--- src/rtl/param_updown_stopwatch.sv ---
// Up/down BCD stopwatch core: IDLE/PREPARE/COUNT/RESULT sequencing, tick generator,
// LED progress bar and bounded result blink. Feeds digits, glyph and display mode to the scan driver.
module param_updown_stopwatch #(
  parameter int unsigned NDIG        = 3,
  parameter int unsigned TICK_DIV    = 1000000,
  parameter int unsigned PREP_TICKS  = 300,
  parameter int unsigned BLINK_TICKS = 100,
  parameter int unsigned BLINK_N     = 3,
  parameter int unsigned LED_W       = 10
) (
  input  logic                clk,
  input  logic                rst_n,
  input  logic                start,
  input  logic                stop,
  input  logic                dir,
  output logic [4*NDIG-1:0]   bcd,
  output logic [3:0]          glyph,
  output logic [1:0]          seg_mode,
  output logic [1:0]          state,
  output logic [LED_W-1:0]    led,
  output logic                done
);

  localparam int unsigned BCD_W  = 4 * NDIG;
  localparam int unsigned TICK_W = (TICK_DIV > 1) ? $clog2(TICK_DIV) : 1;
  localparam int unsigned PREP_W = $clog2(PREP_TICKS + 1);
  localparam int unsigned BLK_W  = (BLINK_TICKS > 1) ? $clog2(BLINK_TICKS) : 1;
  localparam int unsigned PHASES = 2 * BLINK_N;
  localparam int unsigned PH_W   = $clog2(PHASES + 1);

  localparam logic [BCD_W-1:0] ALL9 = {NDIG{4'h9}};

  localparam logic [3:0] G_P  = 4'd10;
  localparam logic [3:0] G_UP = 4'd11;
  localparam logic [3:0] G_DN = 4'd12;

  localparam logic [1:0] M_DASH  = 2'd0;
  localparam logic [1:0] M_BLANK = 2'd1;
  localparam logic [1:0] M_BCD   = 2'd2;

  typedef enum logic [1:0] {
    S_IDLE   = 2'd0,
    S_PREP   = 2'd1,
    S_COUNT  = 2'd2,
    S_RESULT = 2'd3
  } state_t;

  state_t              r_state,    w_state_nx;
  logic [BCD_W-1:0]    r_bcd,      w_bcd_nx;
  logic [3:0]          r_glyph,    w_glyph_nx;
  logic [1:0]          r_seg_mode, w_seg_nx;
  logic [LED_W-1:0]    r_led,      w_led_nx;
  logic                r_done,     w_done_nx;
  logic                r_dir_q,    w_dir_q_nx;
  logic [TICK_W-1:0]   r_tick_cnt, w_tick_nx;
  logic [PREP_W-1:0]   r_prep_cnt, w_prep_nx;
  logic [BLK_W-1:0]    r_blk_cnt,  w_blk_nx;
  logic [PH_W-1:0]     r_phase,    w_phase_nx;

  logic                w_tick;
  logic [BCD_W-1:0]    w_bcd_step;
  logic [BCD_W-1:0]    w_term;
  logic [PH_W-1:0]     w_phase_inc;

  // One BCD step with ripple carry (up) or borrow (down) across all digits.
  function automatic logic [BCD_W-1:0] bcd_step(input logic [BCD_W-1:0] v, input logic up);
    logic [BCD_W-1:0] r;
    logic             c;
    logic [3:0]       d;
    r = v;
    c = 1'b1;
    for (int i = 0; i < int'(NDIG); i++) begin
      d = v[4*i +: 4];
      if (c) begin
        if (up) begin
          if (d == 4'd9) begin
            r[4*i +: 4] = 4'd0;
          end else begin
            r[4*i +: 4] = d + 4'd1;
            c = 1'b0;
          end
        end else begin
          if (d == 4'd0) begin
            r[4*i +: 4] = 4'd9;
          end else begin
            r[4*i +: 4] = d - 4'd1;
            c = 1'b0;
          end
        end
      end
    end
    return r;
  endfunction

  function automatic logic [LED_W-1:0] msd_onehot(input logic [BCD_W-1:0] v);
    return LED_W'(1) << v[BCD_W-1 -: 4];
  endfunction

  assign w_tick      = (r_tick_cnt == TICK_W'(TICK_DIV - 1));
  assign w_bcd_step  = bcd_step(r_bcd, r_dir_q);
  assign w_term      = r_dir_q ? ALL9 : '0;
  assign w_phase_inc = r_phase + PH_W'(1);

  assign bcd      = r_bcd;
  assign glyph    = r_glyph;
  assign seg_mode = r_seg_mode;
  assign state    = r_state;
  assign led      = r_led;
  assign done     = r_done;

  // State and datapath registers; reset is asynchronous and active-high.
  always_ff @(posedge clk or posedge rst_n) begin
    if (rst_n) begin
      r_state    <= S_IDLE;
      r_bcd      <= '0;
      r_glyph    <= G_UP;
      r_seg_mode <= M_DASH;
      r_led      <= '1;
      r_done     <= 1'b0;
      r_dir_q    <= 1'b1;
      r_tick_cnt <= '0;
      r_prep_cnt <= '0;
      r_blk_cnt  <= '0;
      r_phase    <= '0;
    end else begin
      r_state    <= w_state_nx;
      r_bcd      <= w_bcd_nx;
      r_glyph    <= w_glyph_nx;
      r_seg_mode <= w_seg_nx;
      r_led      <= w_led_nx;
      r_done     <= w_done_nx;
      r_dir_q    <= w_dir_q_nx;
      r_tick_cnt <= w_tick_nx;
      r_prep_cnt <= w_prep_nx;
      r_blk_cnt  <= w_blk_nx;
      r_phase    <= w_phase_nx;
    end
  end

  // Next-state and next-output logic; outputs are computed for the state being entered.
  always_comb begin
    w_state_nx = r_state;
    w_bcd_nx   = r_bcd;
    w_glyph_nx = r_glyph;
    w_seg_nx   = r_seg_mode;
    w_led_nx   = r_led;
    w_done_nx  = 1'b0;
    w_dir_q_nx = r_dir_q;
    w_prep_nx  = r_prep_cnt;
    w_blk_nx   = r_blk_cnt;
    w_phase_nx = r_phase;

    case (r_state)
      S_IDLE: begin
        w_bcd_nx   = dir ? '0 : ALL9;
        w_glyph_nx = dir ? G_UP : G_DN;
        w_seg_nx   = M_DASH;
        w_led_nx   = '1;
        if (start) begin
          w_state_nx = S_PREP;
          w_dir_q_nx = dir;
          w_glyph_nx = G_P;
          w_seg_nx   = M_BLANK;
          w_led_nx   = '0;
          w_prep_nx  = '0;
        end
      end

      S_PREP: begin
        if (w_tick) begin
          if (r_prep_cnt == PREP_W'(PREP_TICKS - 1)) begin
            w_state_nx = S_COUNT;
            w_glyph_nx = r_dir_q ? G_UP : G_DN;
            w_seg_nx   = M_BCD;
            w_led_nx   = msd_onehot(r_bcd);
          end else begin
            w_prep_nx = r_prep_cnt + PREP_W'(1);
          end
        end
      end

      S_COUNT: begin
        // stop has priority over a coincident tick, so the count freezes as displayed
        if (stop) begin
          w_state_nx = S_RESULT;
          w_led_nx   = '0;
          w_blk_nx   = '0;
          w_phase_nx = '0;
        end else if (w_tick) begin
          if (r_bcd == w_term) begin
            w_state_nx = S_RESULT;
            w_done_nx  = 1'b1;
            w_led_nx   = '0;
            w_blk_nx   = '0;
            w_phase_nx = '0;
          end else begin
            w_bcd_nx = w_bcd_step;
            w_led_nx = msd_onehot(w_bcd_step);
          end
        end
      end

      S_RESULT: begin
        if (start) begin
          w_state_nx = S_IDLE;
          w_bcd_nx   = dir ? '0 : ALL9;
          w_glyph_nx = dir ? G_UP : G_DN;
          w_seg_nx   = M_DASH;
          w_led_nx   = '1;
        end else if (w_tick && (r_phase < PH_W'(PHASES))) begin
          if (r_blk_cnt == BLK_W'(BLINK_TICKS - 1)) begin
            w_blk_nx   = '0;
            w_phase_nx = w_phase_inc;
            // odd phases are lit; once all phases have elapsed the bar stays lit
            w_led_nx   = (w_phase_inc[0] || (w_phase_inc == PH_W'(PHASES))) ? '1 : '0;
          end else begin
            w_blk_nx = r_blk_cnt + BLK_W'(1);
          end
        end
      end

      default: w_state_nx = S_IDLE;
    endcase

    w_tick_nx = ((w_state_nx != r_state) || w_tick) ? '0 : r_tick_cnt + TICK_W'(1);
  end

endmodule

--- config.mk ---
export PLATFORM = sky130hd
export DESIGN_NAME = param_updown_stopwatch
export DESIGN_NICKNAME = d
export VERILOG_FILES = /design/src/rtl/param_updown_stopwatch.sv
export SDC_FILE = /design/constraint.sdc
export NUM_CORES = 1
export LEC_CHECK = 0
export CAP_MARGIN = 0
export CORE_ASPECT_RATIO = 0.6
export CORE_UTILIZATION = 50
export CTS_CLUSTER_SIZE = 25
export DETAILED_ROUTE_END_ITERATION = 12
export PLACE_DENSITY = 0.7
export RECOVER_POWER = 25
export SLEW_MARGIN = 10
export SYNTH_ARGS = -nofsm -noshare
export SYNTH_HDL_FRONTEND = slang
export SYNTH_SLANG_ARGS = --single-unit
--- constraint.sdc ---
create_clock -name clk -period 4.5 [get_ports clk]
set_input_delay 0.45 -clock clk [delete_from_list [all_inputs] [get_ports clk]]
set_output_delay 0.45 -clock clk [all_outputs]
set_load 0.05 [all_outputs]
Word-level counts from Yosys, hierarchy flattened
Index checks and enable logic that the tools add are counted.
- register bits: 71
- bits of input ports: 5
- logic and storage cells: 151
- $add $sub $neg: 10
- order comparisons: 1
- equality and inequality tests: 28
- shifts and indexed selects: 2
- mux-type cells: 79
- reductions and logical operators: 19
- operators with widths (operator ; number):
    $mux W10 ; 10
    $mux W12 ; 6
    $mux W4 ; 14
    $mux W7 ; 6
    $pmux W10 S4 ; 1
    $pmux W12 S3 ; 1
    $mux W3 ; 9
    $mux W9 ; 3
    $ne A2 B2 Y1 const B ; 12
    $add A20 B1 Y20 const B ; 1
    $eq A20 B20 Y1 const B ; 1
    $mux W2 ; 10
    $mux W20 ; 1
    $shl A1 B4 Y10 const A ; 2
    $pmux W9 S2 ; 1
    $reduce_and A5 Y1 ; 3
    $pmux W7 S2 ; 1
    $add A4 B1 Y4 const B ; 3
    $eq A12 B12 Y1 ; 1
    $eq A4 B4 Y1 const B ; 3
    $logic_not A4 Y1 ; 3
    $mux W1 ; 12
    $ne A3 B3 Y1 const B ; 4
    $pmux W4 S3 ; 1
    other kinds (22) ; 30

Longest topological paths before layout
- depth after elaboration: 10
- gate-level depth with buffers: 10
- gate-level depth less buffers: 8

Least setup slack after synthesis
Ideal clock, no wire load.
- path kind: flip-flop to flip-flop
- start: register r_state[0] (netlist: state[0])
- end: register r_bcd[2] (netlist: bcd[2])
- setup time: 0.120 ns
- arrival: 2.377 ns
- data required time: 4.380 ns
- setup slack: 2.003 ns
- cell stages (with the launch flop): 8
- buffers on the path: 2
- clock period less this slack: 2.497 ns
- cells stage by stage: dfrtp_1 -> inv_1 -> ha_1 -> clkbuf_1 -> nand2_1 -> or4_1 -> buf_2 -> a31o_2
- longest elaborated chain between the ends: 3
- RTL lines (what ; RTL line ; RTL):
    from (decl) ; 48 ; state_t r_state, w_state_nx;
    from (signal assigned) ; 126 ; r_state <= w_state_nx;
    $eq A2 B2 Y1 / $logic_not A2 Y1 (equally long branches) ; 153 ; case (r_state)
    $ne A2 B2 Y1 (no line) / $reduce_bool A3 Y1 (equally long branches) ; -- ;
    $reduce_and A5 Y1 (no line) ; -- ;
    to (signal assigned) ; 127 ; r_bcd <= w_bcd_nx;
    to (decl) ; 49 ; logic [BCD_W-1:0] r_bcd, w_bcd_nx;
Parallel ways exist; a longest one is shown, timed or not.
A chain may end at the register's enable or synchronous reset.

Worst setup path after layout
- start: register r_state[1] (netlist: state[1])
- end: register r_tick_cnt[15]
- longest elaborated chain between the ends: 7
- RTL lines (what ; RTL line ; RTL):
    $mux W2 ; 190 ; if (r_bcd == w_term) begin
    $mux W2 ; 189 ; end else if (w_tick) begin
    $mux W2 ; 184 ; if (stop) begin
    $pmux W2 S4 ; 153 ;
    $ne A2 B2 Y1 * ; 225 ; w_tick_nx = ((w_state_nx != r_state) || w_tick) ? '0 : r_tick_cnt + TICK_W'(1);
    $logic_or A1 B1 Y1 * ; 225 ;
    $mux W20 * ; 225 ;
    net w_tick_nx[15] ; 55 ; logic [TICK_W-1:0] r_tick_cnt, w_tick_nx;
    to (signal assigned) ; 133 ; r_tick_cnt <= w_tick_nx;
    to (decl) ; 55 ;
Mark *: on every way through the listed nets, which the timed path passes. The rest lies on a longest branch.

==> impl_metrics.yaml <==
status:
  status: "complete, but fails checks"
  violations: "max-capacitance violations, max-slew violations"
logic_synthesis:
  async_reset_ff_frac: 1.00
  ys_seq_elements: 70
  synth.avg_cell_area_sq_um: 8.75
  synth.distinct_cells: 76
  syn_inst: 540
  post-synth-top-count-cell: "dfrtp_1"
  synthTopCellsByCount: "57 x dfrtp_1, 54 x nor2_1, 39 x nand2_1"
  yosys_warnings: 0
  synth_edf_count: 0
  synthTopCellsByArea: "dfrtp_1 30%, dfstp_2 7.2%, nor2_1 4.3%"
  dominantRegCellSynth: "dfrtp_1"
  syn_area_sq_um: 4720
  yosysSeqAreaShare: 0.374
  syn-num-nets: 559
  yosysTopAreaCell: "dfrtp_1"
  synth.top_cell.area_share: 0.302
place:
  port_buffers: 34
  routabilityCongestion: 0.838
  dpl_worst_slack_ns: 1.34
  hpwlAfterDp_mm: 8.33
detailed_routing:
  wirelength_mm: 11.7
  routed-wl-met3_um: 651
  drt_first_pass_iters: 5
  viasPerCell: 6.12
  wl_met2_mm: 4.80
  highest_layer: "met4"
  via_count: 4210
  avgRoutedWirePerCell_um: 17.0
  drc: 0
  first_iter_violations: 413
  ant_nets: 0
  met1_length_mm: 6.14
critical_path:
  cpLargestDelayFamily: "simple AND/OR/NAND/NOR gates"
  cp_slowest_stage_delay_ns: 0.64
  reg2regPathDepth: 7
  critPathKind: "reg -> reg"
  worst-endpoint-required_ns: 4.73
  cpMaxStageDelayCell: "nor2b_1"
  cp.depth: 7
  path_cells: "ha_1 > nor2b_1 > nor2_1 > a32oi_1 > o21a_1 > nand3_1 > nor2_1"
  critPathCaptureType: "flip-flop"
  startpoint_type: "flip-flop"
  worst-path-buf-inv: 0
  crit_path_max_fanout: 20
  crit_top_cell: "nor2_1"
  cp_data_arrival_time_ns: 3.20
timing:
  finalHoldViolations: 0
  setup_slack_ns: 1.54
  skew_ns: 0.00923
  worst_slew_pin_slew_ns: 1.63
  fin_setup_tns_ns: 0
  fmax_ghz: 0.337
  relSlewSlack: -0.0867
  timing.final.crit_share: 0.658
  fin_crit_ns: 2.96
  timing.hold.ws_ns: 0.454
  slew_viol_final: 44
  setup_violations: 0
  rsz0062_at_grt: "false"
final_layout:
  area_growth_pct: 14.0
  finalNetCount: 572
  n_fill_cell: 806
  drive_above_1_share: 0.102
  insertedDiodeCount: 0
clocking:
  clock_path_buffers: 2
  cts_sinks: 70
  ctsRootBufferMaster: "clkbuf_16"
  ctsHoldBuffers: 0
  clock_latency_ns: 0.33
  cts.htree.levels: 3
  cts_tree: "done"
  postCtsSetupBuffers: 0
  path_clk_slew_ns: 0.06
  cts_buffers: 9
  cts_resized: 0
die:
  core-area_sq_um: 9160
  io_pins: 36
  die_w_um: 127
  die_area_sq_um: 9850
  num_rows: 27
  die_h_um: 77.3
  initial_core_util: 0.516
global_route:
  grt_pass1_vias: 3926
  grt_pass1_wl_mm: 19.6
  antenna_found_initial: 0
  grt-ovfl-total: 0
  grt_max_degree: 44
  grtUsageTotal: 0.253
pwr:
  p_leak_nw: 2.18
  ir_drop_mv: 0.311
  power.density_nw_per_um2: 612
hold_path:
  hp-class: "reg -> reg"
  hold_depth: 1
job:
  cap_violations: 1
[stage by stage]
step	total power, mW	area, sq um	std cells	util
final	3.30	5390	688	0.588
after detailed placement	2.58	5090	672	0.556
after CTS	3.30	5390	688	0.588
after global placement	2.54	5090	672	0.556
after global routing	3.50	5390	688	0.588
after floorplan	2.18	4720	540	-
[state kept, by name, summed over array words and instances, names as in the netlist]
register / flops
r_phase: 3
bcd: 12
state: 2
r_dir_q: 1
led: 10
r_tick_cnt: 20
done: 1
r_prep_cnt: 9
r_blk_cnt: 7
glyph: 3
seg_mode: 2
[worst paths after layout]
check | startpoint | to | slack, ns
max | state[1] | r_tick_cnt[15] | 1.54
min | r_tick_cnt[0] | r_tick_cnt[0] | 0.45
max reg2reg | state[1] | r_tick_cnt[15] | 1.54
min reg2reg | r_tick_cnt[0] | r_tick_cnt[0] | 0.45
max in group asynchronous | rst_n | r_dir_q | 2.22
min in group asynchronous | rst_n | r_prep_cnt[4] | 1.07
[layout by cell type, fill, tap and decap left out, types with 3 or more instances in the layout]
cell	netlist	routed
nand2b_1	9	9
dfrtp_1	57	57
or2_2	3	3
a31oi_1	12	12
and3_1	13	13
xnor2_1	13	13
a21o_1	9	9
or3_1	4	4
mux2_2	5	5
nand4_1	8	8
and2_1	7	7
o21a_1	4	4
a22oi_1	3	3
ha_1	14	14
clkdlybuf4s50_1	0	33
a211oi_1	4	4
a22o_1	4	4
nor2_1	54	54
o211ai_1	8	8
or4_1	4	4
nor2b_1	6	6
mux2i_1	9	9
clkinv_2	0	3
clkbuf_16	0	9
a21oi_1	22	22
nor3_1	17	17
o31ai_1	8	8
xor2_1	16	16
nand4b_1	3	3
nand3_1	35	35
nand2_1	39	39
a31o_2	6	6
inv_1	15	15
nor4_1	5	5
o22ai_1	5	5
o21ai_0	24	24
dfstp_2	13	13
[power breakdown]
part           leakage, nW  total (mW)  internal [mW]  switching (mW)
registers            0.890        1.04          0.806           0.230
clock network        0.148       0.712          0.442           0.270
logic                 1.14        1.55          0.574           0.978
total                 2.18        3.30           1.82            1.48
[kinds of logic (layout without fill, tap and decap cells)]
| logic type | after synthesis | after routing | synth area share |
|---|---|---|---|
| adders and majority gates | 14 | 14 | 0.0371 |
| buffers and inverters | 49 | 67 | 0.0448 |
| and+or+nand+nor | 224 | 224 | 0.252 |
| other | 1 | 1 | 0.000794 |
| AOI/OAI and AO/OA | 139 | 139 | 0.206 |
| DFF | 70 | 70 | 0.374 |
| muxes | 14 | 14 | 0.0310 |
| xor gates and xnor gates | 29 | 29 | 0.0538 |
[layout make-up]
type	count	area (sq um)	share of cell area
multi-input combinational	421	2750	0.510
sequential	70	1770	0.328
timing repair buffer	36	355	0.0660
clock buffer	10	239	0.0444
tap	130	163	0.0302
clock inverter	6	61.3	0.0114
inverter	15	56.3	0.0105
[metal layers]
metal  GRT usage  vias up
li1            -     2006
met5           0        -
met1       0.390     2050
met3      0.0516       13
met2       0.354      141
met4      0.0595        0
(Power assumes the default switching activity.)
